## config.mk

```make
export PLATFORM = sky130hd
export DESIGN_NAME = fft_job_sequencer
export DESIGN_NICKNAME = d
export VERILOG_FILES = /design/src/rtl/fft_job_sequencer.sv
export SDC_FILE = /design/constraint.sdc
export NUM_CORES = 1
export LEC_CHECK = 0
export BUFFER_PORTS_ARGS = -buffer_cell sky130_fd_sc_hd__buf_2
export CORE_ASPECT_RATIO = 0.6
export CORE_MARGIN = 5
export CORE_UTILIZATION = 50
export CTS_CLUSTER_DIAMETER = 80
export DETAILED_ROUTE_END_ITERATION = 8
export GPL_TIMING_DRIVEN = 0
export PLACE_DENSITY = 0.76
export SLEW_MARGIN = 20
export SYNTH_ARGS = -nofsm -noshare
export SYNTH_HDL_FRONTEND = slang
export SYNTH_SLANG_ARGS = --single-unit
```

## constraint.sdc

```tcl
create_clock -name clk -period 5.2 [get_ports clk]
set_clock_uncertainty 0.2 [all_clocks]
set_input_delay 0 -clock clk [delete_from_list [all_inputs] [get_ports clk]]
set_output_delay 0 -clock clk [all_outputs]
set_load 0.03 [all_outputs]
```

## src/rtl/fft_job_sequencer.sv

```systemverilog
// Job controller for the FFT engine: arbitrates the coefficient SRAM between host and engine,
// sequences IDLE/ARM/RUN/DRAIN/DONE. Optional counters under FFT_JOB_SEQUENCER_PERF_EN.
module fft_job_sequencer #(
  parameter int DRAIN_CYCLES = 8,
  parameter int MAX_CYCLES   = 2047
) (
  input  logic        clk,
  input  logic        rst,
  input  logic        i_start,
  input  logic [2:0]  i_point_config,
  input  logic        i_abort,
  input  logic        i_host_req,
  output logic        o_host_gnt,
  output logic        o_sram_owner,
  output logic        o_working,
  output logic [2:0]  o_point_config,
  output logic [10:0] o_cycle_count,
  input  logic        i_fft_done,
  output logic        o_busy,
  output logic        o_done,
  output logic        o_error,
  output logic [1:0]  o_err_code,
  output logic [10:0] o_last_run_cycles,
  output logic [15:0] o_run_count
);

  typedef enum logic [2:0] {
    ST_IDLE  = 3'd0,
    ST_ARM   = 3'd1,
    ST_RUN   = 3'd2,
    ST_DRAIN = 3'd3,
    ST_DONE  = 3'd4
  } state_t;

  localparam logic [10:0] MAX_CNT    = 11'(MAX_CYCLES);
  localparam logic [7:0]  DRAIN_LOAD = 8'(DRAIN_CYCLES - 1);
  localparam logic [2:0]  CFG_MAX    = 3'd4;

  localparam logic [1:0] ERR_NONE    = 2'd0;
  localparam logic [1:0] ERR_CONFIG  = 2'd1;
  localparam logic [1:0] ERR_TIMEOUT = 2'd2;
  localparam logic [1:0] ERR_ABORT   = 2'd3;

  function automatic logic [10:0] sat_inc(input logic [10:0] v);
    return (v >= MAX_CNT) ? MAX_CNT : v + 11'd1;
  endfunction

  state_t      state_q, state_d;
  logic        host_gnt_q, host_gnt_d;
  logic [2:0]  cfg_q, cfg_d;
  logic [10:0] cycle_cnt_q, cycle_cnt_d;
  logic [7:0]  drain_cnt_q, drain_cnt_d;
  logic        error_q, error_d;
  logic [1:0]  err_code_q, err_code_d;

  always_ff @(posedge clk or posedge rst) begin
    if (rst) begin
      state_q     <= ST_IDLE;
      host_gnt_q  <= 1'b0;
      cfg_q       <= 3'd0;
      cycle_cnt_q <= 11'd0;
      drain_cnt_q <= 8'd0;
      error_q     <= 1'b0;
      err_code_q  <= ERR_NONE;
    end else begin
      state_q     <= state_d;
      host_gnt_q  <= host_gnt_d;
      cfg_q       <= cfg_d;
      cycle_cnt_q <= cycle_cnt_d;
      drain_cnt_q <= drain_cnt_d;
      error_q     <= error_d;
      err_code_q  <= err_code_d;
    end
  end

  always_comb begin
    state_d     = state_q;
    cfg_d       = cfg_q;
    cycle_cnt_d = cycle_cnt_q;
    drain_cnt_d = drain_cnt_q;
    error_d     = error_q;
    err_code_d  = err_code_q;
    // Grant is computed from the current state, so it can never overlap engine ownership.
    host_gnt_d  = i_host_req && (state_q == ST_IDLE) && !i_start;

    unique case (state_q)
      ST_IDLE: begin
        if (i_start) begin
          if (i_point_config <= CFG_MAX) begin
            cfg_d       = i_point_config;
            error_d     = 1'b0;
            err_code_d  = ERR_NONE;
            cycle_cnt_d = 11'd0;
            state_d     = ST_ARM;
          end else begin
            error_d    = 1'b1;
            err_code_d = ERR_CONFIG;
          end
        end
      end
      ST_ARM: begin
        state_d = ST_RUN;
      end
      ST_RUN: begin
        // done outranks abort, abort outranks timeout; the count freezes on the exit edge
        if (i_fft_done) begin
          state_d     = ST_DRAIN;
          drain_cnt_d = DRAIN_LOAD;
        end else if (i_abort) begin
          error_d     = 1'b1;
          err_code_d  = ERR_ABORT;
          state_d     = ST_DRAIN;
          drain_cnt_d = DRAIN_LOAD;
        end else if (cycle_cnt_q == MAX_CNT) begin
          error_d     = 1'b1;
          err_code_d  = ERR_TIMEOUT;
          state_d     = ST_DRAIN;
          drain_cnt_d = DRAIN_LOAD;
        end else begin
          cycle_cnt_d = sat_inc(cycle_cnt_q);
        end
      end
      ST_DRAIN: begin
        if (drain_cnt_q == 8'd0) begin
          state_d = ST_DONE;
        end else begin
          drain_cnt_d = drain_cnt_q - 8'd1;
        end
      end
      ST_DONE: begin
        state_d = ST_IDLE;
      end
      default: begin
        state_d = ST_IDLE;
      end
    endcase
  end

  assign o_host_gnt     = host_gnt_q;
  assign o_sram_owner   = (state_q == ST_ARM) || (state_q == ST_RUN) || (state_q == ST_DRAIN);
  assign o_working      = (state_q == ST_ARM) || (state_q == ST_RUN);
  assign o_busy         = (state_q != ST_IDLE);
  assign o_done         = (state_q == ST_DONE);
  assign o_point_config = cfg_q;
  assign o_cycle_count  = cycle_cnt_q;
  assign o_error        = error_q;
  assign o_err_code     = err_code_q;

`ifdef FFT_JOB_SEQUENCER_PERF_EN
  logic [10:0] last_run_q, last_run_d;
  logic [15:0] run_cnt_q, run_cnt_d;

  always_ff @(posedge clk or posedge rst) begin
    if (rst) begin
      last_run_q <= 11'd0;
      run_cnt_q  <= 16'd0;
    end else begin
      last_run_q <= last_run_d;
      run_cnt_q  <= run_cnt_d;
    end
  end

  always_comb begin
    last_run_d = last_run_q;
    run_cnt_d  = run_cnt_q;
    if ((state_q == ST_RUN) && (state_d == ST_DRAIN)) begin
      last_run_d = cycle_cnt_q;
    end
    if (state_q == ST_DONE) begin
      run_cnt_d = run_cnt_q + 16'd1;
    end
  end

  assign o_last_run_cycles = last_run_q;
  assign o_run_count       = run_cnt_q;
`else
  assign o_last_run_cycles = 11'd0;
  assign o_run_count       = 16'd0;
`endif

endmodule

```

==> impl_metrics.py <==
metrics = {
    "run_status": {
        "outcome": "finished, final reports clean",
    },
    "synth": {
        "ys_seq_area_share_pct": 40.5,
        "yosysWarnings": 0,
        "synth_cell_types": 48,
        "async_flop_share_pct": 100,
        "synth_edf_count": 0,
        "synth.avg_cell_area_um2": 9.53,
        "synthTopCellsByArea": "dfrtp_1 (41%), buf_4 (11%), nor3_1 (3.1%), nor2_1 (2.9%), a21oi_1 (2.5%)",
        "yosys.area.top_type": "dfrtp_1",
        "synth_cells": 188,
        "synth_top_area_share_pct": 40.5,
        "synth-seq-cells": 29,
        "synthTopCellsByCount": "dfrtp_1 (29), buf_4 (27), nor2_1 (14)",
        "synth_most_common_cell": "dfrtp_1",
        "netlist_area_um2": 1790,
        "ys.flop_type": "dfrtp_1",
    },
    "grt": {
        "use_met3_pct": 5.56,
        "top_usage_layer": "met1",
        "antenna_found_initial": 0,
        "grt_pass1_wl_um": 7160,
        "grtUsageMet1_pct": 26.9,
        "grt_util_met2_pct": 25.9,
        "gr-total-overflow": 0,
        "grt_pass1_vias": 1541,
        "track_usage_pct": 18.4,
        "grt_max_degree": 30,
    },
    "timing": {
        "slew_violations": 0,
        "tns_ns": 0,
        "hold_violations": 0,
        "timing.final.ws_setup_ns": 2.86,
        "relSlewSlack_pct": 53.2,
        "finalCriticalPeriod_ns": 2.34,
        "setup_viol": 0,
        "period_share_pct": 45.1,
        "rsz0062_at_grt": "no",
        "fmax_ghz": 0.427,
        "tightest_slew_ns": 0.695,
    },
    "clock_network": {
        "clock-sinks": 29,
        "clockBufferDepth": 2,
        "cts_buffers": 5,
        "clkTransAtPathRegs_ns": 0.06,
        "post_cts_buffers": 0,
        "cts_resized": 0,
        "clkLatencyLatePin_ns": 0.27,
        "holdBufCountCts": 9,
        "cts_max_level": 2,
        "cts_tree": "done",
        "cts_root_buffer": "clkbuf_8",
    },
    "floorplan": {
        "num_io_pins": 58,
        "rows": 16,
        "die_area_um2": 4920,
        "initial_core_util_pct": 53.6,
        "coreArea_um2": 3340,
        "chipHeight_um": 56.4,
        "die_w_um": 87.3,
    },
    "power": {
        "p_total_mw": 1.03,
        "ir_worst_vdd_mv": 0.301,
        "leakagePower_nw": 1.15,
        "power_density_nw_per_um2": 453,
    },
    "critical_path": {
        "crit_family": "compound AO/OA/AOI/OAI gates",
        "critPathRequiredTime_ns": 5.15,
        "cpMaxStageDelayCell": "nor3b_1",
        "critPathLaunchType": "flip-flop",
        "crit_chain": "inv_1, ha_1, nor3b_1, a21oi_1, o22ai_1, a211oi_1",
        "cp_slowest_stage_delay_ns": 0.54,
        "crit_buf_inv": 1,
        "crit_fanout": 6,
        "crit_arrival_ns": 2.29,
        "cp-end-kind": "flip-flop",
        "worstSetupPathType": "reg -> reg",
    },
    "cells_and_area": {
        "drive_gt1_share_pct": 30.0,
        "fin_area_um2": 2270,
        "multiInputGateArea_um2": 905,
        "seq_area_um2": 726,
        "nNetsFinal": 272,
        "fillers": 263,
        "syn_to_final_growth_pct": 26.8,
        "diodes": 0,
    },
    "routing": {
        "first_pass_iters": 4,
        "drc": 0,
        "ant_nets": 0,
        "finalWirelength_um": 4220,
        "vias": 1578,
        "wire_per_inst_um": 13.8,
        "drt_iter0_markers": 92,
        "vias_per_cell": 5.17,
    },
    "placement": {
        "gp_congestion": 0.781,
        "place_area_um2": 2100,
        "dp_hpwl_um": 3110,
        "place_ws_ns": 2.90,
        "port_buffers": 30,
    },
    "job": {
        "drv_cap": 0,
    },
    "min_path": {
        "hold_path_class": "in -> async",
    },
}
==> area by class of cell <==
type	instances	area share, %
inverters	9	1.49
flip-flops and latches	29	31.9
multi-input cells	144	39.8
well taps	45	2.48
clock buffers	7	3.80
plain buffers	32	9.91
repair buffers	39	10.6
==> cells in the final DEF, fill, tap and decap left out, drive strengths merged, types with 2 or more instances in the layout <==
cell,count
o21ai,4
nand2,8
xnor2,3
or3b,2
nor4,3
a2111oi,2
a31oi,3
conb,27
a211oi,6
nand3b,2
clkbuf,9
o41ai,2
nand2b,2
dfrtp,29
o211ai,4
mux2,5
nand3,4
and2,3
nor3,12
inv,9
ha,3
buf,60
a21boi,2
and3,3
mux2i,3
or3,4
nor3b,2
dlygate4sd3,9
nor2,14
a21oi,9
==> worst reg2reg max path, delay by kind of cell, from the launching register on <==
family / cells / cell delay, ns
AND/OR/NAND/NOR: 1 / 0.54
adder cells (fa/ha/maj): 1 / 0.16
AO/OA/AOI/OAI: 3 / 0.81
buffers and inverters: 1 / 0.11
flip-flops: 1 / 0.38
==> path summary, 6_finish.rpt <==
check | startpoint | slack, ns | cells past startpoint | end
worst max-delay path | drain_cnt_q[0]$_DFFE_PP0P_ | 2.86 | 6 | drain_cnt_q[2]$_DFFE_PP0P_
worst min register to register | o_err_code[0]$_DFFE_PP0P_ | 0.31 | 1 | o_err_code[0]$_DFFE_PP0P_
min in group clk | o_err_code[0]$_DFFE_PP0P_ | 0.31 | 1 | o_err_code[0]$_DFFE_PP0P_
max in group asynchronous | rst | 4.26 | 3 | o_cycle_count[8]$_DFFE_PP0P_
worst min-delay path | rst | 0.14 | 3 | drain_cnt_q[5]$_DFFE_PP0P_
worst max register to register | drain_cnt_q[0]$_DFFE_PP0P_ | 2.86 | 6 | drain_cnt_q[2]$_DFFE_PP0P_
==> flip-flops by register name (all words and copies together), names as in the netlist <==
name	flops
o_error	1
o_point_config	3
o_err_code	2
state_q	3
drain_cnt_q	8
o_cycle_count	11
o_host_gnt	1
==> kinds of logic after synthesis <==
family | count (synthesis) | share of synthesized area, %
compound gates | 38 | 14.6
buf+inv | 41 | 14.5
other cells | 1 | 0.209
simple gates | 65 | 21.2
flops | 29 | 40.5
xor+xnor | 3 | 1.47
fa+ha+maj | 3 | 2.10
mux | 8 | 5.45
==> power by group <==
group,total (mW),leakage (nW),switching (mW),internal (mW)
registers,0.329,0.372,0.0435,0.285
logic,0.520,0.736,0.338,0.181
clock network,0.181,0.0443,0.0767,0.105
total,1.03,1.15,0.459,0.571
==> routing by layer <==
| layer | wire length, um | part of all wire, % |
|---|---|---|
| met1 | 2050 | 48 |
| met2 | 1700 | 40 |
| met3 | 437 | 10 |
| met4 | 38 | 0.90 |
| met5 | 0 | 0 |
==> through the flow <==
step	instances	hold WS (ns)	utilization, %
3_3_place_gp	289	0.0529	62.7
4_1_cts	305	0.163	68.0
3_5_place_dp	289	-0.0938	62.7
6_report	305	0.142	68.0
5_1_grt	305	0.228	68.0
2_1_floorplan	214	-0.130	-
Power figures use the tool's default switching activity.
